`src/rtl/exec_trace_monitor.sv`:
```
// ---------------------------------------------------------------------------
// exec_trace_monitor
//
// Purpose: records every retiring instruction into a DEPTH-entry trace FIFO
// as {pc, instr, alu_result, mismatch}. An optional result checker
// re-computes the expected ALU result from the decoded opcode and operands
// and flags disagreements. The checker is compiled only when the macro
// EXEC_TRACE_CHECK_EN is defined. Without it, the mismatch bit is 0 and
// err_cnt/first_err_pc/err are tied to 0.
//
// Ports:
//   clk, rst            system clock, synchronous active-high reset
//   clear               synchronous soft clear of buffer, counters, flags
//   retire              one instruction retires this cycle
//   pc, instr           PC and instruction word of the retiring instruction
//   rd1, rd2            register-file read operands
//   alu_result          ALU output of the retiring instruction
//   rd_en               pop request for the oldest trace entry
//   rd_valid, rd_data   popped entry, valid one cycle after rd_en
//   count, empty, full  buffer occupancy and status
//   overflow            sticky: a retire arrived while the buffer was full
//   retire_cnt          saturating count of retired instructions
//   err_cnt, err        saturating mismatch count and sticky error flag
//   first_err_pc        PC of the first mismatching instruction
// ---------------------------------------------------------------------------
module exec_trace_monitor #(
  parameter int DATA_W = 64,
  parameter int PC_W   = 64,
  parameter int DEPTH  = 16,
  parameter int WRAP   = 1,
  parameter int CNT_W  = 32
) (
  input  logic                         clk,
  input  logic                         rst,
  input  logic                         clear,
  input  logic                         retire,
  input  logic [PC_W-1:0]              pc,
  input  logic [31:0]                  instr,
  input  logic [DATA_W-1:0]            rd1,
  input  logic [DATA_W-1:0]            rd2,
  input  logic [DATA_W-1:0]            alu_result,
  input  logic                         rd_en,
  output logic                         rd_valid,
  output logic [PC_W+32+DATA_W:0]      rd_data,
  output logic [$clog2(DEPTH):0]       count,
  output logic                         empty,
  output logic                         full,
  output logic                         overflow,
  output logic [CNT_W-1:0]             retire_cnt,
  output logic [CNT_W-1:0]             err_cnt,
  output logic [PC_W-1:0]              first_err_pc,
  output logic                         err
);

  localparam int AW    = $clog2(DEPTH);
  localparam int ENT_W = PC_W + 32 + DATA_W + 1;
  localparam logic [AW:0] FULL_CNT = (AW+1)'(DEPTH);

  function automatic logic [CNT_W-1:0] sat_inc(input logic [CNT_W-1:0] v);
    return (&v) ? v : v + 1'b1;
  endfunction

  logic w_mismatch;

`ifdef EXEC_TRACE_CHECK_EN
  localparam logic [10:0] OP_ADD  = 11'b10001011000;
  localparam logic [10:0] OP_SUB  = 11'b11001011000;
  localparam logic [10:0] OP_AND  = 11'b10001010000;
  localparam logic [10:0] OP_ORR  = 11'b10101010000;
  localparam logic [10:0] OP_LDUR = 11'b11111000010;
  localparam logic [10:0] OP_STUR = 11'b11111000000;

  logic signed [DATA_W-1:0] w_op_a;
  logic signed [DATA_W-1:0] w_op_b;
  logic signed [DATA_W-1:0] w_exp;
  logic                     w_chk;

  // CBZ, B, NOP and unknown encodings fall to the default arm and never
  // report a mismatch.
  always_comb begin
    w_op_a = rd1;
    w_op_b = rd2;
    w_exp  = '0;
    w_chk  = 1'b0;
    case (instr[31:21])
      OP_ADD:  begin w_exp = w_op_a + w_op_b; w_chk = 1'b1; end
      OP_SUB:  begin w_exp = w_op_a - w_op_b; w_chk = 1'b1; end
      OP_AND:  begin w_exp = w_op_a & w_op_b; w_chk = 1'b1; end
      OP_ORR:  begin w_exp = w_op_a | w_op_b; w_chk = 1'b1; end
      OP_LDUR, OP_STUR: begin
        w_exp = w_op_a + $signed({{(DATA_W-9){1'b0}}, instr[20:12]});
        w_chk = 1'b1;
      end
      default: begin w_exp = '0; w_chk = 1'b0; end
    endcase
    w_mismatch = w_chk && ($unsigned(w_exp) != alu_result);
  end

  logic [CNT_W-1:0] r_err_cnt;
  logic [PC_W-1:0]  r_first_err_pc;
  logic             r_err;

  always_ff @(posedge clk) begin
    if (rst || clear) begin
      r_err_cnt      <= '0;
      r_first_err_pc <= '0;
      r_err          <= 1'b0;
    end else if (retire && w_mismatch) begin
      r_err_cnt <= sat_inc(r_err_cnt);
      r_err     <= 1'b1;
      if (!r_err) r_first_err_pc <= pc;
    end
  end

  assign err_cnt      = r_err_cnt;
  assign first_err_pc = r_first_err_pc;
  assign err          = r_err;
`else
  logic w_unused_chk;
  assign w_unused_chk = ^{rd1, rd2};
  assign w_mismatch   = 1'b0;
  assign err_cnt      = '0;
  assign first_err_pc = '0;
  assign err          = 1'b0;
`endif

  logic [ENT_W-1:0] r_mem [DEPTH];
  logic [AW-1:0]    r_rptr;
  logic [AW-1:0]    r_wptr;
  logic [AW:0]      r_count;
  logic             r_overflow;
  logic [CNT_W-1:0] r_retire_cnt;
  logic             r_rd_valid_p1;
  logic [ENT_W-1:0] r_rd_data_p1;

  logic             w_full;
  logic             w_pop;
  logic             w_wr_en;
  logic [ENT_W-1:0] w_entry;

  assign w_full  = (r_count == FULL_CNT);
  assign w_pop   = rd_en && (r_count != '0);
  assign w_entry = {pc, instr, alu_result, w_mismatch};
  // A pop frees a slot before the push, so a push only fails when the
  // buffer stays full and overwriting is disabled.
  assign w_wr_en = retire && !rst && !clear && (w_pop || !w_full || (WRAP != 0));

  always_ff @(posedge clk) begin
    if (w_wr_en) r_mem[r_wptr] <= w_entry;
  end

  always_ff @(posedge clk) begin
    if (rst) begin
      r_rptr        <= '0;
      r_wptr        <= '0;
      r_count       <= '0;
      r_overflow    <= 1'b0;
      r_retire_cnt  <= '0;
      r_rd_valid_p1 <= 1'b0;
      r_rd_data_p1  <= '0;
    end else if (clear) begin
      r_rptr        <= '0;
      r_wptr        <= '0;
      r_count       <= '0;
      r_overflow    <= 1'b0;
      r_retire_cnt  <= '0;
      r_rd_valid_p1 <= 1'b0;
    end else begin
      // stage p1: popped entry registered onto the read port
      r_rd_valid_p1 <= w_pop;
      if (w_pop) begin
        r_rd_data_p1 <= r_mem[r_rptr];
        r_rptr       <= r_rptr + 1'b1;
      end
      if (retire) begin
        r_retire_cnt <= sat_inc(r_retire_cnt);
        if (w_pop || !w_full) begin
          r_wptr <= r_wptr + 1'b1;
          if (!w_pop) r_count <= r_count + 1'b1;
        end else begin
          r_overflow <= 1'b1;
          // Overwrite mode: the write slot equals the oldest slot, so the
          // read pointer moves past the entry just replaced.
          if (WRAP != 0) begin
            r_wptr <= r_wptr + 1'b1;
            r_rptr <= r_rptr + 1'b1;
          end
        end
      end else if (w_pop) begin
        r_count <= r_count - 1'b1;
      end
    end
  end

  assign rd_valid   = r_rd_valid_p1;
  assign rd_data    = r_rd_data_p1;
  assign count      = r_count;
  assign empty      = (r_count == '0);
  assign full       = w_full;
  assign overflow   = r_overflow;
  assign retire_cnt = r_retire_cnt;

endmodule

```
`config.mk`:
```
export PLATFORM = sky130hd
export DESIGN_NAME = exec_trace_monitor
export DESIGN_NICKNAME = d
export VERILOG_FILES = /design/src/rtl/exec_trace_monitor.sv
export SDC_FILE = /design/constraint.sdc
export NUM_CORES = 2
export LEC_CHECK = 0
export CORE_AREA = 2 2 435 545
export DETAILED_ROUTE_END_ITERATION = 8
export DIE_AREA = 0 0 437 547
export PLACE_DENSITY = 0.65
export SYNTH_ARGS = -nofsm -noshare
export SYNTH_HDL_FRONTEND = slang
export SYNTH_SLANG_ARGS = --single-unit
```
`constraint.sdc`:
```
create_clock -name clk -period 5.25 [get_ports clk]
set_input_delay 0.525 -clock clk [delete_from_list [all_inputs] [get_ports clk]]
set_output_delay 0.525 -clock clk [all_outputs]
set_load 0.02 [all_outputs]
```
==> impl_metrics.env <==
export IMPL_status="finished, final reports clean"
export IMPL_min_delay_path_class="flip-flop to flip-flop"
export IMPL_drt_antenna_violating_nets=0
export IMPL_crit_arrival_ns=2.74
export IMPL_clock_latency_ns=0.85
export IMPL_slowest_stage="clkdlybuf4s50_1"
export IMPL_num_vias=51100
export IMPL_grt_ovfl_total=0
export IMPL_num_nets_final=5757
export IMPL_power_switching_mw=9.43
export IMPL_p_comb_share_pct=4.6
export IMPL_fp_dieW_um=437
export IMPL_totalPowerFinal_mw=45.6
export IMPL_drv_slew=0
export IMPL_grt_first_pass_wirelength_um=363000
export IMPL_min_period_over_period_pct=62.1
export IMPL_drt_wl_total_um=250000
export IMPL_vias_per_cell=5.81
export IMPL_timing_setup_tns_ns=0
export IMPL_grt_usage_pct=20.6
export IMPL_start_util_pct=44.7
export IMPL_synth_avg_cell_area_um2=21.2
export IMPL_critPathLaunchType="flip-flop"
export IMPL_syn_inst=4949
export IMPL_final_cell_mix="edfxtp_1, mux4_2, clkdlybuf4s50_1, mux2i_1, clkbuf_16"
export IMPL_worst_setup_path_type="flip-flop to output pin"
export IMPL_cts_resized=0
export IMPL_cap_violations=0
export IMPL_synth_ff_type="edfxtp_1"
export IMPL_worst_slew_pin_slew_ns=1.24
export IMPL_critPathMaxStageDelay_ns=0.70
export IMPL_hold_viol_final=0
export IMPL_sequentialPowerShare_pct=53.3
export IMPL_rows=199
export IMPL_power_frac_clock_pct=42.1
export IMPL_final_common_cell="edfxtp_1"
export IMPL_num_fill_cells=18200
export IMPL_ys_seq_elements=2767
export IMPL_worst_clock_skew_ns=0.0473
export IMPL_cts_tree="done"
export IMPL_slew_headroom_pct=16.2
export IMPL_holdBufCountCts=0
export IMPL_cts_made_buffers=276
export IMPL_grt_pass1_vias=52900
export IMPL_drt_first_pass_iters=7
export IMPL_clockBufferDepth=4
export IMPL_grt_max_degree=106
export IMPL_clk_pin_slew_ns=0.06
export IMPL_avgRoutedWirePerCell_um=28.4
export IMPL_p_leak_nw=37.5
export IMPL_synth_enable_flop_cells=2560
export IMPL_fp_dieH_um=547
export IMPL_post_cts_buffers=0
export IMPL_switching_share_pct=20.7
export IMPL_antenna_found_initial=49
export IMPL_preCtsSetupSlack_ns=1.65
export IMPL_drc=0
export IMPL_yosysWarnings=0
export IMPL_end_kind="output pin"
export IMPL_io_buffers=365
export IMPL_path_max_fanout=8
export IMPL_io_pins=592
export IMPL_cts_sinks=2767
export IMPL_async_flop_share_pct=0
export IMPL_critPathBufInv=1
export IMPL_worst_slack_ns=1.99
export IMPL_post_route_min_period_ns=3.26
export IMPL_core_area_mm2=0.234
export IMPL_power_density_mw_per_mm2=375
export IMPL_syn_area_mm2=0.105
export IMPL_dp_hpwl_um=136000
export IMPL_cts_htree_levels=5
export IMPL_p_int_mw=36.1
export IMPL_max_freq_mhz=307
export IMPL_die_area_mm2=0.239
export IMPL_seq_area_frac_synth_pct=77.4
export IMPL_rsz0062_at_grt="no"
export IMPL_setup_violations=0
export IMPL_dp_cells=8291
export IMPL_path_cells="or4_4 -> nor2_4 -> clkdlybuf4s50_1"
export IMPL_hold_ws_ns=0.456
export IMPL_final_util_pct=51.9
export IMPL_place_gp_congestion=0.766
export IMPL_crit_family="simple AND/OR/NAND/NOR gates"
export IMPL_cp_data_required_time_ns=4.72
export IMPL_cts_root_buf="clkbuf_16"
export IMPL_fin_area_mm2=0.121
export IMPL_ir_worst_vdd_mv=0.330
export IMPL_final_instance_count_excl_fill=8794
export IMPL_drive_gt1_share_pct=20.4
export IMPL_post_dp_cell_area_mm2=0.113
export IMPL_yosysUniqueCellTypes=67
export IMPL_area_growth_syn_to_layout_pct=15.9
export IMPL_drt_iter0_markers=4628
-- per-layer routing --
metal | up-vias | share of wire, % | track usage, %
li1 | 21600 | - | -
met1 | 27400 | 41 | 27.8
met2 | 1754 | 50 | 34.5
met3 | 399 | 6.4 | 3.94
met4 | 38 | 2.3 | 5.18
met5 | - | 0.10 | 0
-- worst min-delay path: cells and delay by family, from the launching register on --
kind               cells  cell delay [ns]
and+or+nand+nor        1             0.05
DFF                    1             0.32
AOI/OAI and AO/OA      1             0.05
-- sequential cells by signal, summed over array words and instances, names as in the netlist --
register,cells
rd_valid,1
overflow,1
r_mem,2560
retire_cnt,32
r_rptr,4
rd_data,160
count,5
r_wptr,4
-- worst paths after layout --
| check | from | to | slack (ns) | cells after the start |
|---|---|---|---|---|
| worst max-delay path | count[0] | empty | 1.99 | 3 |
| worst min-delay path | rd_data[22] | rd_data[22] | 0.46 | 2 |
| worst max register to register | r_rptr[1] | rd_data[78] | 2.15 | 6 |
| worst min register to register | rd_data[22] | rd_data[22] | 0.46 | 2 |
-- synth_stat cells (20+ instances only) --
cell      instances  share of area, %
mux4_2          534                11
nand2_1          76              0.27
mux2i_1         303               2.9
edfxtp_1       2560                73
inv_1            20             0.072
buf_2           130              0.62
or3_1            20              0.12
o31ai_1          45              0.32
o21ai_0         139              0.66
nor2_1           51              0.18
clkbuf_1         87              0.31
and2_1           21              0.13
buf_4           140               1.0
o221ai_1         22              0.18
a21oi_1          58              0.28
a221oi_1         53              0.44
a22oi_1         103              0.74
a22o_1          103              0.86
o22ai_1          54              0.32
buf_1            20             0.072
dfxtp_1         207               4.0
-- cell families (layout without fill, tap and decap cells) --
kind of cell | count (synthesis) | in the layout | share of synthesized area (%)
buf+inv | 404 | 1026 | 2.13
mux | 855 | 855 | 14.6
fa+ha+maj | 10 | 10 | 0.127
other cells | 1 | 109 | 0.00358
xor+xnor | 14 | 14 | 0.117
simple gates | 247 | 247 | 1.22
compound gates | 651 | 651 | 4.47
flops | 2767 | 2767 | 77.4
-- cell type report --
type	count	area [um2]	share of cell area (%)
clock buffers	371	7640	6.30
inverters	23	98.8	0.0814
clock inverters	121	1110	0.913
diodes	11	27.5	0.0227
flip-flops and latches	2767	81000	66.7
well taps	3115	3900	3.21
multi-input cells	1875	21900	18.0
repair buffers	511	5700	4.69
-- power by group through the flow --
stage | sequential (mW) | combinational, mW | clock (mW)
4_1_cts | 24.3 | 2.13 | 19.6
3_3_place_gp | 24.7 | 2.09 | 0
3_5_place_dp | 24.7 | 2.13 | 0
6_report | 24.3 | 2.10 | 19.2
2_1_floorplan | 24.8 | 1.24 | 0
5_1_grt | 24.3 | 2.26 | 20.4
No activity file was read; power rests on OpenSTA's default activity.
